===== config.mk =====
export PLATFORM = sky130hd
export DESIGN_NAME = peek_fifo
export DESIGN_NICKNAME = d
export VERILOG_FILES = /design/src/rtl/peek_fifo_pkg.sv /design/src/rtl/peek_fifo_mem.sv /design/src/rtl/peek_fifo.sv
export SDC_FILE = /design/constraint.sdc
export NUM_CORES = 1
export LEC_CHECK = 0
export ABC_AREA = 1
export CAP_MARGIN = 25
export CORE_AREA = 2 2 106 108
export DETAILED_ROUTE_END_ITERATION = 7
export DIE_AREA = 0 0 108 110
export PLACE_DENSITY_LB_ADDON = 0.2
export SLEW_MARGIN = 30
export SYNTH_ARGS = -nofsm -noshare
export SYNTH_HDL_FRONTEND = slang
export SYNTH_SLANG_ARGS = --single-unit

===== constraint.sdc =====
create_clock -name clk -period 4.15 [get_ports clk]
set_input_delay 0.6225 -clock clk [delete_from_list [all_inputs] [get_ports clk]]
set_output_delay 0.6225 -clock clk [all_outputs]
set_load 0.01 [all_outputs]

===== src/rtl/peek_fifo_pkg.sv =====
// Shared constants, count-width helper and status bundle for peek_fifo.
package peek_fifo_pkg;

  localparam int unsigned DefDataW = 8;
  localparam int unsigned DefDepth = 16;

  // Occupancy needs one extra bit so that DEPTH itself is representable.
  function automatic int unsigned count_w(input int unsigned depth);
    return $clog2(depth) + 1;
  endfunction

  typedef struct packed {
    logic empty_n;
    logic full;
    logic overflow;
    logic underflow;
  } status_t;

endpackage


===== src/rtl/peek_fifo_mem.sv =====
// DEPTH x DATA_W storage: one synchronous write port, one registered read-before-write
// read port; clear port and storage reset exist only when PEEK_FIFO_CLEAR_EN is defined.
module peek_fifo_mem
  import peek_fifo_pkg::*;
#(
  parameter int unsigned DATA_W = DefDataW,
  parameter int unsigned DEPTH  = DefDepth,
  parameter int unsigned ADDR_W = $clog2(DEPTH)
) (
  input  logic              clk_i,
  input  logic              rst_ni,
  input  logic              we_i,
  input  logic [ADDR_W-1:0] waddr_i,
  input  logic [DATA_W-1:0] wdata_i,
`ifdef PEEK_FIFO_CLEAR_EN
  input  logic              clr_i,
  input  logic [ADDR_W-1:0] clr_addr_i,
`endif
  input  logic [ADDR_W-1:0] raddr_i,
  output logic [DATA_W-1:0] rdata_o
);

  logic [DATA_W-1:0] mem_q [DEPTH];
  logic [DATA_W-1:0] rdata_q;

`ifdef PEEK_FIFO_CLEAR_EN
  always_ff @(posedge clk_i) begin
    if (!rst_ni) begin
      for (int i = 0; i < DEPTH; i++) begin
        mem_q[i] <= '0;
      end
    end else begin
      if (clr_i) begin
        mem_q[clr_addr_i] <= '0;
      end
      // Later assignment wins, so a push to the slot being cleared keeps its data.
      if (we_i) begin
        mem_q[waddr_i] <= wdata_i;
      end
    end
  end
`else
  always_ff @(posedge clk_i) begin
    if (we_i) begin
      mem_q[waddr_i] <= wdata_i;
    end
  end
`endif

  always_ff @(posedge clk_i) begin
    if (!rst_ni) begin
      rdata_q <= '0;
    end else begin
      rdata_q <= mem_q[raddr_i];
    end
  end

  assign rdata_o = rdata_q;

endmodule


===== src/rtl/peek_fifo.sv =====
// Synchronous FIFO with random-access peek, full/count and sticky error flags.
// Optional PEEK_FIFO_CLEAR_EN zeroes storage on reset and on every accepted pop.
module peek_fifo
  import peek_fifo_pkg::*;
#(
  parameter int unsigned DATA_W = DefDataW,
  parameter int unsigned DEPTH  = DefDepth,
  parameter int unsigned ADDR_W = $clog2(DEPTH)
) (
  input  logic              clk,
  input  logic              reset_n,
  input  logic              push,
  input  logic [DATA_W-1:0] data_in,
  input  logic              pop,
  input  logic [ADDR_W-1:0] peek,
  output logic [DATA_W-1:0] data_out,
  output logic              empty_n,
  output logic              full,
  output logic [ADDR_W:0]   count,
  output logic              overflow,
  output logic              underflow
);

  localparam int unsigned CntW = count_w(DEPTH);
  localparam logic [CntW-1:0] DepthCnt = CntW'(DEPTH);

  logic [ADDR_W-1:0] wr_ptr_q, wr_ptr_d;
  logic [ADDR_W-1:0] rd_ptr_q, rd_ptr_d;
  logic [CntW-1:0]   count_q, count_d;
  logic              ovf_q, ovf_d;
  logic              udf_q, udf_d;
  logic              push_ok, pop_ok;
  logic [ADDR_W-1:0] raddr;
  status_t           status;

  assign status = '{
    empty_n:   (count_q != '0),
    full:      (count_q == DepthCnt),
    overflow:  ovf_q,
    underflow: udf_q
  };

  assign pop_ok  = pop && status.empty_n;
  assign push_ok = push && (!status.full || pop_ok);
  assign raddr   = rd_ptr_q + peek;

  always_comb begin
    wr_ptr_d = wr_ptr_q;
    rd_ptr_d = rd_ptr_q;
    count_d  = count_q;
    ovf_d    = ovf_q;
    udf_d    = udf_q;
    if (push_ok) wr_ptr_d = wr_ptr_q + ADDR_W'(1);
    if (pop_ok)  rd_ptr_d = rd_ptr_q + ADDR_W'(1);
    unique case ({push_ok, pop_ok})
      2'b10:   count_d = count_q + CntW'(1);
      2'b01:   count_d = count_q - CntW'(1);
      default: count_d = count_q;
    endcase
    if (push && status.full && !pop_ok) ovf_d = 1'b1;
    if (pop && !status.empty_n)         udf_d = 1'b1;
  end

  always_ff @(posedge clk) begin
    if (!reset_n) begin
      wr_ptr_q <= '0;
      rd_ptr_q <= '0;
      count_q  <= '0;
      ovf_q    <= 1'b0;
      udf_q    <= 1'b0;
    end else begin
      wr_ptr_q <= wr_ptr_d;
      rd_ptr_q <= rd_ptr_d;
      count_q  <= count_d;
      ovf_q    <= ovf_d;
      udf_q    <= udf_d;
    end
  end

`ifdef PEEK_FIFO_CLEAR_EN
  logic clr;
  assign clr = pop_ok && reset_n;
`endif

  peek_fifo_mem #(
    .DATA_W (DATA_W),
    .DEPTH  (DEPTH),
    .ADDR_W (ADDR_W)
  ) u_mem (
    .clk_i      (clk),
    .rst_ni     (reset_n),
    .we_i       (push_ok && reset_n),
    .waddr_i    (wr_ptr_q),
    .wdata_i    (data_in),
`ifdef PEEK_FIFO_CLEAR_EN
    .clr_i      (clr),
    .clr_addr_i (rd_ptr_q),
`endif
    .raddr_i    (raddr),
    .rdata_o    (data_out)
  );

  assign empty_n   = status.empty_n;
  assign full      = status.full;
  assign count     = count_q;
  assign overflow  = status.overflow;
  assign underflow = status.underflow;

endmodule

==> results.cfg, run 1 <==
[setup_path]
r2r_end = u_mem.rdata_o[5]$_SDFF_PN0_
critPathLaunchType = input pin
r2r_slack_ns = 1.50
reg2reg_depth = 9
crit_buf_inv = 3
reg2reg_from = rd_ptr_q[0]$_SDFFE_PN0N_
worstPathRequired_ns = 4.61
crit_family = adder cells
cp.depth = 10
crit_fanout = 42
path_cells = clkdlybuf4s50_1 > ha_2 > inv_1 > fa_2 > buf_4 > o21ai_0 > o32ai_1 > mux2_2 > nor2_1 > nor2_1
cp_slowest_cell = fa_2
cp-end-kind = flop
arrival_ns = 3.28
critical_path_class = input pin to flop
critPathMaxStageDelay_ns = 1.04
cp_common_cell = nor2_1

[cts]
clkSinkCount = 151
ctsHoldBuffers = 0
cts_buffers = 17
cts_max_level = 4
clk_pin_slew_ns = 0.06
cts_setup_buffers = 0
cts_resized = 0
cts_tree = yes
cts_root_buf = clkbuf_8
clock_path_buffers = 2
insertion_delay_ns = 0.53

[hold_path]
hp-class = flop to flop
whs_path_depth = 2
hold_path_end = overflow$_SDFFE_PN0P_
holdCritStartpoint = overflow$_SDFFE_PN0P_

[synthesis]
yosys.area.top_type = edfxtp_1
synthCells = 535
syn_area_um2 = 6350
yosys_most_used_dff = edfxtp_1
postSynthRegisterBits = 151
synth_commonest_cells = 139 x nor2_1, 128 x edfxtp_1, 47 x o21ai_0, 33 x inv_1, 32 x o32ai_1
ys_seq_area_frac = 0.678
synth_edf_count = 128
syn_area_per_cell_um2 = 11.9
syn_nets = 562
synth_cell_types = 36
ys_async_sr_fraction = 0
synth_most_common_cell = nor2_1
yosys_warnings = 0
netlist_top_cells_area = edfxtp_1 61%, nor2_1 8.2%, dfxtp_1 7.2%
synth.top_cell.area_share = 0.605

[sta]
fin_skew_ns = 0.00902
finalMaxSlewViolations = 0
tightest_slew_ns = 0.921
timing.fmax_ghz = 0.355
finalSetupViolCount = 0
finalCritPeriodShare = 0.679
finalSetupTns_ns = 0
rsz0062_at_grt = no
hold_violations = 0
maxSlewHeadroom = 0.384
fin_crit_ns = 2.82

[status]
status = finished, final reports clean

[global_route]
grt_max_degree = 65
grt_util_all_layers = 0.235
grt_pass1_vias = 4205
gr-total-overflow = 0
antenna_found_initial = 0
grt_pass1_wl_mm = 20.4

[drt]
via_count = 4142
antenna_left = 0
drc_errors = 0
drtIter0Drc = 277
routedWlPerCell_um = 17.6
viasPerCell = 5.73
drt-pass1-iter-count = 4
wl_mm = 12.7

[final_layout]
multi_input_area_um2 = 1760
synthToLayoutAreaGrowth_pct = 15.5
drive_gt1_frac = 0.108
nFillCells = 788
layout.nets = 597
regArea_um2 = 4300
antenna_cells = 0

[placement]
gp_congestion = 0.853
portBuffers = 32
dp.final_hpwl_mm = 7.89

[pwr]
irDropWorstVdd_v = 0.000389
leakagePower_uw = 0.00260
swShare = 0.282
finalPower_uw = 4180
combPwrFrac = 0.233
pwr_density_cell_nw_per_um2 = 570
internal-power_uw = 3000
p_seq_frac = 0.417
power_switching_uw = 1180
clkPwrFrac = 0.350

[floorplanning]
die_y_um = 110
rows = 38
initial_core_util = 0.594
io_pins = 33
core_area_um2 = 10700
dieWidth_um = 108
die-area_um2 = 11900

[flow_run]
drv_cap = 0
stage by stage:
stage	worst slack, ns	instance area, um^2	hold slack, ns	cells	util
final	1.33	7340	0.482	723	0.686
after global placement	0.895	6760	0.459	691	0.632
after floorplan	1.87	6350	0.469	535	-
after global routing	1.09	7340	0.518	723	0.686
after CTS	1.36	7330	0.490	723	0.686
after detailed placement	0.787	6760	0.470	691	0.632
power by group through the flow:
stage	Clock, uW	Combinational (uW)	Sequential [uW]
floorplan	0	684	1780
global placement	0	924	1770
detailed placement	0	958	1770
CTS	1480	972	1740
global route	1530	1090	1750
finish	1460	974	1740
registers in the layout (all words and copies together), names as in the netlist:
signal	count
count	5
overflow	1
rd_ptr_q	4
u_mem.mem_q	128
u_mem.rdata_o	8
underflow	1
wr_ptr_q	4
layer usage:
metal,vias to the layer above,global-route usage,share of wire
li1,1974,-,-
met1,2004,0.287,0.42
met2,126,0.387,0.50
met3,38,0.0629,0.055
met4,0,0.126,0.030
met5,-,0,0
worst register-to-register path, cell delays in order, from the launching register on:
cell and delay (ns):
dfxtp_1 0.37, ha_2 0.19, inv_1 0.05, fa_2 1.04
buf_4 0.31, o21ai_0 0.11, o32ai_1 0.16, mux2_2 0.20
nor2_1 0.04, nor2_1 0.11
worst max path at each step:
stage	startpoint	to	slack, ns
6_report	peek[0]	u_mem.rdata_o[5]$_SDFF_PN0_	1.33
5_1_grt	peek[0]	u_mem.rdata_o[5]$_SDFF_PN0_	1.09
4_1_cts	peek[0]	u_mem.rdata_o[5]$_SDFF_PN0_	1.36
3_5_place_dp	peek[0]	u_mem.rdata_o[0]$_SDFF_PN0_	0.79
3_3_place_gp	peek[0]	u_mem.rdata_o[0]$_SDFF_PN0_	0.90
2_1_floorplan	peek[0]	u_mem.rdata_o[1]$_SDFF_PN0_	1.87
cells in the final DEF, fill, tap and decap left out, drive strengths merged, types with 2 or more instances in the layout:
master | synthesis | layout
a21oi | 9 | 9
buf | 17 | 8
bufinv | 0 | 2
clkbuf | 7 | 25
clkdlybuf4s50 | 0 | 32
clkinv | 1 | 5
dfxtp | 23 | 23
edfxtp | 128 | 128
ha | 10 | 10
inv | 37 | 37
mux2 | 8 | 8
nand2 | 34 | 34
nand3 | 16 | 16
nand4 | 4 | 4
nor2 | 143 | 143
o21ai | 56 | 56
o32ai | 32 | 32
xnor2 | 2 | 2
xor2 | 2 | 2
final cells by class:
cell class / count / share of cell area
timing repair buffer: 40 / 0.0518
clock buffer: 25 / 0.0648
clock inverter: 7 / 0.0130
tap: 140 / 0.0239
inverter: 38 / 0.0198
multi-input combinational: 322 / 0.240
sequential: 151 / 0.587
kinds of logic after synthesis:
group	after synthesis	share of synthesized area
and+or+nand+nor	197	0.128
DFF	151	0.678
AOI/OAI and AO/OA	102	0.103
buffers and inverters	62	0.0461
adders and majority gates	11	0.0229
muxes	8	0.0142
xor gates and xnor gates	4	0.00788
Note: power is estimated with default switching activity, not from simulation.
==> run 2, diff against run 1 <==
--- a/config.mk
+++ b/config.mk
@@ -7,9 +7,9 @@
 export LEC_CHECK = 0
 export ABC_AREA = 1
 export CAP_MARGIN = 25
-export CORE_AREA = 2 2 106 108
+export CORE_AREA = 2 2 112 114
 export DETAILED_ROUTE_END_ITERATION = 7
-export DIE_AREA = 0 0 108 110
+export DIE_AREA = 0 0 114 116
 export PLACE_DENSITY_LB_ADDON = 0.2
 export SLEW_MARGIN = 30
 export SYNTH_ARGS = -nofsm -noshare
==> constraint.sdc (replaced) <==
create_clock -name clk -period 2.4 [get_ports clk]
set_input_delay 0.36 -clock clk [delete_from_list [all_inputs] [get_ports clk]]
set_output_delay 0.36 -clock clk [all_outputs]
set_load 0.01 [all_outputs]
==> run 2 against run 1 <==
Net effect: clock skew shrank 0.0023 ns; sequential share of layout area down 2.3 points; largest power group unchanged; highest routed layer unchanged; clock power is 74% higher; setup slack got worse by 1.1 ns; non-clock buffer count rose by 27; final cell count up 4.7%.
==> results.cfg, run 2 (synthesis results as in run 1) <==
[sta]
finalCritPeriodShare = 0.924
finalSetupViolCount = 0
tightest_slew_ns = 0.632
maxSlewHeadroom = 0.577
timing.fmax_ghz = 0.451
rsz0062_at_grt = no
finalSetupTns_ns = 0
fin_crit_ns = 2.22
fin_skew_ns = 0.00672
holdWs_ns = 0.479
finalMaxSlewViolations = 0
hold_violations = 0

[floorplanning]
die-area_um2 = 13200
die_y_um = 116
initial_core_util = 0.533
core_area_um2 = 11900
rows = 40
io_pins = 33
dieWidth_um = 114

[setup_path]
reg2reg_depth = 9
cp.depth = 10
critPathLaunchType = input pin
cp_common_cell = nor2_1
path_cells = clkdlybuf4s50_1 > ha_2 > inv_1 > fa_2 > buf_12 > o21ai_0 > o32ai_1 > mux2_2 > nor2_1 > nor2_1
r2r_end = u_mem.rdata_o[6]$_SDFF_PN0_
worstPathRequired_ns = 2.75
reg2reg_from = rd_ptr_q[0]$_SDFFE_PN0N_
cp-end-kind = flop
crit_end = u_mem.rdata_o[6]$_SDFF_PN0_
arrival_ns = 2.56
critPathMaxStageDelay_ns = 0.60
critical_path_class = input pin to flop
crit_buf_inv = 3
crit_family = adder cells
r2r_slack_ns = 0.20
cp_slowest_cell = fa_2
crit_fanout = 36
crit_start = peek[0]

[status]
status = finished, final reports clean

[pwr]
combPwrFrac = 0.251
clkPwrFrac = 0.341
internal-power_uw = 5350
finalPower_uw = 7430
swShare = 0.280
power_switching_uw = 2080
pwr_density_cell_nw_per_um2 = 973
irDropWorstVdd_v = 0.000460
p_seq_frac = 0.407
leakagePower_uw = 0.00278

[cts]
ctsHoldBuffers = 0
clock_path_buffers = 2
cts_buffers = 17
cts_tree = yes
cts_resized = 0
insertion_delay_ns = 0.41
clkSinkCount = 151
clk_pin_slew_ns = 0.05
cts_max_level = 4
cts_root_buf = clkbuf_16
cts_setup_buffers = 0

[drt]
drtIter0Drc = 354
via_count = 4196
drc_errors = 0
wl_mm = 13.2
drt-pass1-iter-count = 5
viasPerCell = 5.54
routedWlPerCell_um = 17.5
antenna_left = 0

[final_layout]
drive_gt1_frac = 0.151
layout.nets = 624
final_cell_mix = 139 x nor2_1, 128 x edfxtp_1, 47 x o21ai_0, 33 x inv_1
synthToLayoutAreaGrowth_pct = 20.3
antenna_cells = 0
layout_commonest_cell = nor2_1
largest_reg_flops = 128
regMostFlops = u_mem.mem_q

[global_route]
grt_max_degree = 37
grt_pass1_vias = 4083
grt_pass1_wl_mm = 21.1
antenna_found_initial = 0
gr-total-overflow = 0
grt_util_all_layers = 0.215

[placement]
portBuffers = 32
dp.final_hpwl_mm = 8.82
gp_congestion = 0.851

[hold_path]
hp-class = flop to flop
whs_path_depth = 2
holdCritStartpoint = underflow$_SDFFE_PN0P_

[flow_run]
drv_cap = 0
==> run 2: area by class of cell <==
| type | instances | area [um^2] |
|---|---|---|
| Sequential cell | 151 | 4300 |
| Inverter | 38 | 145 |
| Tap cell | 147 | 184 |
| Clock buffer | 22 | 474 |
| Multi-Input combinational cell | 322 | 1760 |
| Clock inverter | 10 | 101 |
| Fill cell | 909 | 4270 |
| Timing Repair Buffer | 67 | 671 |
==> run 2: metal layers <==
metal | GRT usage | vias to the layer above | part of all wire
met5 | 0 | - | 0
met4 | 0.0943 | 0 | 0.019
met3 | 0.0502 | 17 | 0.043
met2 | 0.356 | 118 | 0.50
met1 | 0.275 | 2032 | 0.44
li1 | - | 2029 | -
==> run 2: power by group through the flow <==
stage / Combinational (uW) / Clock (uW) / Sequential (uW)
3_3_place_gp: 1810 / 0 / 3080
5_1_grt: 2060 / 2700 / 3040
4_1_cts: 1870 / 2580 / 3030
3_5_place_dp: 1860 / 0 / 3080
6_report: 1870 / 2540 / 3030
2_1_floorplan: 1180 / 0 / 3090
==> run 2: worst min path at each step <==
stage                     slack, ns                     endpoint
after global routing           0.52        overflow$_SDFFE_PN0P_
after detailed placement       0.47       underflow$_SDFFE_PN0P_
final                          0.48       underflow$_SDFFE_PN0P_
after global placement         0.46       underflow$_SDFFE_PN0P_
after CTS                      0.48       underflow$_SDFFE_PN0P_
after floorplan                0.46  u_mem.mem_q[0][0]$_DFFE_PP_
==> run 2: worst min-delay path, stage by stage (launching register included) <==
cell	delay, ns
dfxtp_1	0.33
nor2_1	0.05
nor2_1	0.07
==> run 2: through the flow <==
step                instances  area [um^2]  setup WS [ns]   util
floorplan                 535         6350          0.382      -
global placement          725         7060         -0.149  0.593
detailed placement        725         7060         -0.191  0.593
CTS                       757         7640          0.219  0.641
global route              757         7640         0.0724  0.641
finish                    757         7640          0.183  0.641
==> run 3, diff against run 2 <==
==> constraint.sdc (replaced) <==
create_clock -name clk -period 2.4 [get_ports clk]
set_input_delay 0.36 -clock clk [delete_from_list [all_inputs] [get_ports clk]]
set_output_delay 0.36 -clock clk [all_outputs]
set_load 0.02 [all_outputs]
==> results of run 3 <==
The final DEF is identical to that of run 2. Status: finished, final reports clean.
Main changes from that run: total power 7430 uW -> 7500 uW; worst IR drop on VDD 0.000460 V -> 0.000476 V
